$ cat config.mk
export PLATFORM = sky130hd
export DESIGN_NAME = pov_spi_rx
export DESIGN_NICKNAME = d
export VERILOG_FILES = /design/src/rtl/pov_spi_rx_pkg.sv /design/src/rtl/pov_spi_rx_spi_sync_edge.sv /design/src/rtl/pov_spi_rx.sv
export SDC_FILE = /design/constraint.sdc
export NUM_CORES = 1
export LEC_CHECK = 0
export ABC_AREA = 1
export CORE_MARGIN = 1.5
export CORE_UTILIZATION = 55
export CTS_CLUSTER_DIAMETER = 120
export CTS_CLUSTER_SIZE = 28
export DETAILED_ROUTE_END_ITERATION = 6
export GPL_TIMING_DRIVEN = 0
export HOLD_SLACK_MARGIN = 0.03
export PLACE_DENSITY = 0.76
export SYNTH_ARGS = -nofsm -noshare
export SYNTH_HDL_FRONTEND = slang
export SYNTH_HIERARCHICAL = 1
export SYNTH_SLANG_ARGS = --single-unit
$ cat constraint.sdc
create_clock -name clk -period 20.2 [get_ports clk]
set_clock_uncertainty 0.05 [all_clocks]
set_input_delay 4.04 -clock clk [delete_from_list [all_inputs] [get_ports clk]]
set_output_delay 4.04 -clock clk [all_outputs]
set_load 0.05 [all_outputs]
$ cat src/rtl/pov_spi_rx_pkg.sv
// Shared fixed-point parameters for the view-vector path.
// Provides the Q12.12 format constants, the reset/default view vectors,
// the SPI frame length and the receiver FSM state type.
`ifndef POV_SPI_RX_PKG_SV
`define POV_SPI_RX_PKG_SV

// Bit range of one fixed-point vector, resolved against W in the using scope.
`define F [W-1:0]

package fixed_point_params;

  localparam int QM         = 12;
  localparam int QN         = 12;
  localparam int W          = QM + QN;
  localparam int NVEC       = 6;
  localparam int FRAME_BITS = NVEC * W;

  // Default camera: player at (1.5, 1.5), facing +Y, view plane 0.5 wide.
  localparam logic `F PLAYER_X_DEF = 24'h001800;
  localparam logic `F PLAYER_Y_DEF = 24'h001800;
  localparam logic `F FACING_X_DEF = 24'h000000;
  localparam logic `F FACING_Y_DEF = 24'h001000;
  localparam logic `F VPLANE_X_DEF = 24'h000800;
  localparam logic `F VPLANE_Y_DEF = 24'h000000;

  typedef enum logic [2:0] {
    ST_IDLE    = 3'd0,
    ST_RECV    = 3'd1,
    ST_OVERRUN = 3'd2,
    ST_COMMIT  = 3'd3,
    ST_ABORT   = 3'd4
  } rx_state_e;

  // Default vectors packed in frame order (playerX in the top bits).
  function automatic logic [FRAME_BITS-1:0] default_frame();
    return {PLAYER_X_DEF, PLAYER_Y_DEF, FACING_X_DEF,
            FACING_Y_DEF, VPLANE_X_DEF, VPLANE_Y_DEF};
  endfunction

endpackage

`endif

$ cat src/rtl/pov_spi_rx_spi_sync_edge.sv
// spi_sync_edge: brings the three asynchronous SPI pins into the clk domain
// and produces single-cycle edge strobes.
// Ports:
//   clk, reset            system clock, async active-high reset
//   i_sclk/i_mosi/i_ss_n  raw SPI pins
//   sclk_rise             one-clk strobe per synchronised sclk rising edge
//   mosi_s, ss_n_s        synchronised data and select levels
//   ss_fall, ss_rise      one-clk strobes on synchronised select edges
// SYNC_STAGES must be at least 2.
module spi_sync_edge #(
  parameter int SYNC_STAGES = 2
) (
  input  logic clk,
  input  logic reset,
  input  logic i_sclk,
  input  logic i_mosi,
  input  logic i_ss_n,
  output logic sclk_rise,
  output logic mosi_s,
  output logic ss_n_s,
  output logic ss_fall,
  output logic ss_rise
);

  localparam int MSB = SYNC_STAGES - 1;

  logic [SYNC_STAGES-1:0] sclk_sync_q, sclk_sync_d;
  logic [SYNC_STAGES-1:0] mosi_sync_q, mosi_sync_d;
  logic [SYNC_STAGES-1:0] ss_sync_q,   ss_sync_d;
  logic                   sclk_prev_q, sclk_prev_d;
  logic                   ss_prev_q,   ss_prev_d;

  // Next values of the synchroniser chains and the edge-detect history flops.
  always_comb begin
    sclk_sync_d = {sclk_sync_q[SYNC_STAGES-2:0], i_sclk};
    mosi_sync_d = {mosi_sync_q[SYNC_STAGES-2:0], i_mosi};
    ss_sync_d   = {ss_sync_q[SYNC_STAGES-2:0],   i_ss_n};
    sclk_prev_d = sclk_sync_q[MSB];
    ss_prev_d   = ss_sync_q[MSB];
  end

  // Synchroniser and history registers; select resets to the idle (high) level
  // so no spurious edge is seen when reset releases.
  always_ff @(posedge clk or posedge reset) begin
    if (reset) begin
      sclk_sync_q <= '0;
      mosi_sync_q <= '0;
      ss_sync_q   <= '1;
      sclk_prev_q <= 1'b0;
      ss_prev_q   <= 1'b1;
    end else begin
      sclk_sync_q <= sclk_sync_d;
      mosi_sync_q <= mosi_sync_d;
      ss_sync_q   <= ss_sync_d;
      sclk_prev_q <= sclk_prev_d;
      ss_prev_q   <= ss_prev_d;
    end
  end

  assign mosi_s    = mosi_sync_q[MSB];
  assign ss_n_s    = ss_sync_q[MSB];
  assign sclk_rise = sclk_sync_q[MSB] & ~sclk_prev_q;
  assign ss_fall   = ss_prev_q & ~ss_sync_q[MSB];
  assign ss_rise   = ~ss_prev_q & ss_sync_q[MSB];

endmodule

$ cat src/rtl/pov_spi_rx.sv
// pov_spi_rx: slave-only SPI receiver for the six view vectors.
// A complete 144-bit frame lands in a shadow buffer; the live outputs are
// updated from the shadow only on load_if_ready, so downstream logic sees
// vectors that are stable for a whole video frame.
// Ports:
//   clk, reset                 pixel clock, async active-high reset
//   i_sclk, i_mosi, i_ss_n     SPI mode 0 slave pins (async to clk)
//   load_if_ready              end-of-visible-frame strobe
//   playerX..vplaneY           live Q12.12 vectors (registered)
//   o_ready                    shadow holds a complete, not yet loaded frame
//   o_loaded                   one-clk pulse when the live vectors change
//   o_frame_err                one-clk pulse when a frame is discarded
module pov_spi_rx
  import fixed_point_params::*;
#(
  parameter int W           = fixed_point_params::W,
  parameter int NVEC        = fixed_point_params::NVEC,
  parameter int SYNC_STAGES = 2
) (
  input  logic    clk,
  input  logic    reset,
  input  logic    i_sclk,
  input  logic    i_mosi,
  input  logic    i_ss_n,
  input  logic    load_if_ready,
  output logic `F playerX,
  output logic `F playerY,
  output logic `F facingX,
  output logic `F facingY,
  output logic `F vplaneX,
  output logic `F vplaneY,
  output logic    o_ready,
  output logic    o_loaded,
  output logic    o_frame_err
);

  localparam int              FBITS    = NVEC * W;
  localparam int              CW       = 8;
  localparam logic [CW-1:0]   FULL_CNT = CW'(FBITS);
  localparam logic [FBITS-1:0] DEF_FRAME = FBITS'(default_frame());

  logic sclk_rise, mosi_s, ss_n_s, ss_fall, ss_rise;

  spi_sync_edge #(
    .SYNC_STAGES (SYNC_STAGES)
  ) u_sync (
    .clk       (clk),
    .reset     (reset),
    .i_sclk    (i_sclk),
    .i_mosi    (i_mosi),
    .i_ss_n    (i_ss_n),
    .sclk_rise (sclk_rise),
    .mosi_s    (mosi_s),
    .ss_n_s    (ss_n_s),
    .ss_fall   (ss_fall),
    .ss_rise   (ss_rise)
  );

  rx_state_e        state_q, state_d;
  logic [CW-1:0]    cnt_q, cnt_d;
  logic [FBITS-1:0] shift_q, shift_d;
  logic [FBITS-1:0] shadow_q, shadow_d;
  logic [FBITS-1:0] live_q, live_d;
  logic             ready_q, ready_d;
  logic             loaded_q, loaded_d;
  logic             err_q, err_d;
  logic             load_fire;
  logic             bit_edge;

  // A data bit is only taken while the synchronised select is still low.
  assign bit_edge = sclk_rise & ~ss_n_s;

  // FSM state register.
  always_ff @(posedge clk or posedge reset) begin
    if (reset) begin
      state_q <= ST_IDLE;
    end else begin
      state_q <= state_d;
    end
  end

  // FSM next-state logic; a select rise takes priority over a coincident bit.
  always_comb begin
    state_d = state_q;
    case (state_q)
      ST_IDLE: begin
        if (ss_fall) begin
          state_d = ST_RECV;
        end else begin
          state_d = ST_IDLE;
        end
      end
      ST_RECV: begin
        if (ss_rise) begin
          state_d = (cnt_q == FULL_CNT) ? ST_COMMIT : ST_ABORT;
        end else if (bit_edge && (cnt_q == FULL_CNT)) begin
          state_d = ST_OVERRUN;
        end else begin
          state_d = ST_RECV;
        end
      end
      ST_OVERRUN: begin
        if (ss_rise) begin
          state_d = ST_ABORT;
        end else begin
          state_d = ST_OVERRUN;
        end
      end
      ST_COMMIT: state_d = ST_IDLE;
      ST_ABORT:  state_d = ST_IDLE;
      default:   state_d = ST_IDLE;
    endcase
  end

  // FSM outputs and datapath next values: shifting, commit, load and pulses.
  always_comb begin
    cnt_d     = cnt_q;
    shift_d   = shift_q;
    load_fire = load_if_ready & ready_q;
    case (state_q)
      ST_IDLE: begin
        if (ss_fall) begin
          cnt_d   = '0;
          shift_d = '0;
        end else begin
          cnt_d   = cnt_q;
          shift_d = shift_q;
        end
      end
      ST_RECV: begin
        if (!ss_rise && bit_edge && (cnt_q != FULL_CNT)) begin
          shift_d = {shift_q[FBITS-2:0], mosi_s};
          cnt_d   = cnt_q + 8'd1;
        end else begin
          cnt_d   = cnt_q;
          shift_d = shift_q;
        end
      end
      default: begin
        cnt_d   = cnt_q;
        shift_d = shift_q;
      end
    endcase

    // Live takes the shadow as it stood before any same-cycle commit.
    if (load_fire) begin
      live_d = shadow_q;
    end else begin
      live_d = live_q;
    end

    if (state_q == ST_COMMIT) begin
      shadow_d = shift_q;
      ready_d  = 1'b1;
    end else if (load_fire) begin
      shadow_d = shadow_q;
      ready_d  = 1'b0;
    end else begin
      shadow_d = shadow_q;
      ready_d  = ready_q;
    end

    loaded_d = load_fire;
    err_d    = (state_q == ST_ABORT);
  end

  // Datapath and output registers.
  always_ff @(posedge clk or posedge reset) begin
    if (reset) begin
      cnt_q    <= '0;
      shift_q  <= '0;
      shadow_q <= DEF_FRAME;
      live_q   <= DEF_FRAME;
      ready_q  <= 1'b0;
      loaded_q <= 1'b0;
      err_q    <= 1'b0;
    end else begin
      cnt_q    <= cnt_d;
      shift_q  <= shift_d;
      shadow_q <= shadow_d;
      live_q   <= live_d;
      ready_q  <= ready_d;
      loaded_q <= loaded_d;
      err_q    <= err_d;
    end
  end

  assign playerX     = live_q[FBITS-1       -: W];
  assign playerY     = live_q[FBITS-1 - W   -: W];
  assign facingX     = live_q[FBITS-1 - 2*W -: W];
  assign facingY     = live_q[FBITS-1 - 3*W -: W];
  assign vplaneX     = live_q[FBITS-1 - 4*W -: W];
  assign vplaneY     = live_q[FBITS-1 - 5*W -: W];
  assign o_ready     = ready_q;
  assign o_loaded    = loaded_q;
  assign o_frame_err = err_q;

endmodule

==> reports/metrics.csv <==
metric,value,unit
clockRootBuffer,clkbuf_16,
maxSlewViolCount,0,
use_met3,2.86,%
period_minus_slack,6030,ps
total_power,1.44,mW
grt_pass1_wl,61.4,mm
max_slew_margin,43.8,%
clk_path_buf_depth,3,
io_buffers,152,
synth_seq_cells,454,
fmax,166,MHz
die_x,183,um
min_to,u_sync/ss_sync_q[1],
worstPathArrival,1940,ps
min_path_cells,0,
cts_resized,0,
hpwl,24.4,mm
die_h,183,um
critPathBufInv,1,
grt_max_degree,135,
synthArstFlopShare,100,%
num_rows,65,
r2r_slack,17890,ps
setup_viol,0,
rsz0062_at_grt,false,
wl,35.8,mm
worst_slew_pin_slew,843,ps
htreeDepth,1,
track_usage,22.3,%
cp_slowest_cell,clkdlybuf4s50_1,
fin_crit_sh,29.9,%
start_util,56.2,%
grt_antenna_before_repair,0,
gr-usage-met2,36.0,%
cap_viol_max_count,0,
io_pins,153,
synth_ff_type,dfrtp_1,
synth-edff-count,0,
core_area,31700,sq um
place_ws,13710,ps
dp_cells,2370,
drc,0,
layout_common_cells,"nand2_1, dfrtp_1, o21ai_0, inv_1, nand3_1",
yosysSeqAreaShare,63.9,%
crit_fanout,2,
drt-initial-drc-count,953,
antenna_cells,0,
fin_nets,1998,
drt_first_pass_iters,5,
hp-start,u_sync/ss_sync_q[0],
stdcell_count,2405,
insertion_delay,550,ps
required,16110,ps
ys_types,31,
post_drt_via_cell_ratio,5.13,
final_common_cell,nand2_1,
syn_area_per_cell,9.82,sq um
hp-class,reg -> reg,
worstPathCellList,clkdlybuf4s50_1,
ys_warn_count,6,
vias,12300,
vdd_drop_max,0.0000476,V
reg2regPathDepth,6,
clkSlewWorstSetupHoldPaths,110,ps
crit_family,buffers and inverters,
ant_nets,0,
syn_inst,1813,
hold_buffers,0,
grt-ovfl-total,0,
area_growth,15.2,%
cp-end-kind,primary output,
cts_sinks,454,
synth_nets,1821,
setup_ws,14170,ps
outcome,"complete, no violations",
die-area,33500,sq um
grt.busiest_layer,met2,
setup_tns,0,ps
post-route-util,64.7,%
cts_tree,done,
met1_usage,32.4,%
r2r-end,live_q[15],
p_leak,9.59,nW
post_drt_wl_per_cell,14.9,um
setup.worst_path.start_class,register,
place.gp.congestion,0.783,
synth_area,17800,sq um
layout-drive-gt1-share,11.0,%
slowest_delay,850,ps
fill_cells,2557,
critPathKind,reg -> out,
first_global_vias,12400,
cts_buffers,20,
post-cts-setup-buffers,0,
reg2reg_from,o_ready,
hold_violations,0,
power.density,70.4,nW/um^2
-- where the power goes --
group	switching (mW)	total, mW	internal, mW
logic	0.0437	0.0569	0.0132
registers	0.00256	0.914	0.911
clock network	0.280	0.473	0.193
-- layout make-up --
type | count | area (sq um) | share of cell area, %
flip-flops and latches | 454 | 11400 | 55.5
plain buffers | 109 | 689 | 3.36
clock buffers | 33 | 549 | 2.68
well taps | 402 | 503 | 2.45
multi-input cells | 1088 | 5130 | 25.0
clock inverters | 2 | 46.3 | 0.226
inverters | 162 | 616 | 3.00
repair buffers | 155 | 1600 | 7.82
-- cells in the mapped netlist (3+ instances only) --
library cell  number  area (sq um)
buf_1             10          37.5
buf_2             33           165
buf_6             28           315
clkbuf_1          35           131
dfrtp_1          439         11000
dfstp_2           15           394
inv_1            158           593
inv_2              4          15.0
nand2_1          604          2270
nand3_1          156           781
nand3_2            3          30.0
nor2_1            15          56.3
o21ai_0          173           866
o21ai_1           20           100
o21ai_2          101           885
-- state kept, by name, summed over array words and instances (netlist names), 2 cells and up --
register	cells
cnt_q	8
live_q	144
shadow_q	144
shift_q	144
state_q	3
u_sync/mosi_sync_q	2
u_sync/sclk_sync_q	2
u_sync/ss_sync_q	2
-- layer usage --
layer  share of wire, %  vias to the layer above
li1                   -                     6066
met1                 47                     6030
met2                 47                      217
met3                4.2                       36
met4                1.7                        0
met5                  0                        -
-- through the flow --
stage | hold slack [ps] | instance area, sq um
2_1_floorplan | 281 | 17800
3_3_place_gp | 285 | 19800
3_5_place_dp | 285 | 19900
4_1_cts | 310 | 20500
5_1_grt | 318 | 20500
6_report | 309 | 20500
-- cell families after synthesis --
family          count (synthesis)  share of synthesized area, %
simple gates                  788                          18.1
flops                         454                          63.9
compound gates                296                          10.5
buf+inv                       271                          7.28
fa+ha+maj                       2                         0.140
xor+xnor                        1                        0.0492
mux                             1                        0.0632
-- worst max-delay path by stage --
stage	startpoint	endpoint	slack, ps	cells past startpoint
global route	live_q[132]	playerX[12]	14090	1
finish	live_q[131]	playerX[11]	14170	1
floorplan	reset	cnt_q[0]	3700	1
detailed placement	load_if_ready	live_q[13]	13710	7
CTS	live_q[132]	playerX[12]	14130	1
global placement	reset	live_q[58]	-980	2
(Power assumes the default switching activity.)
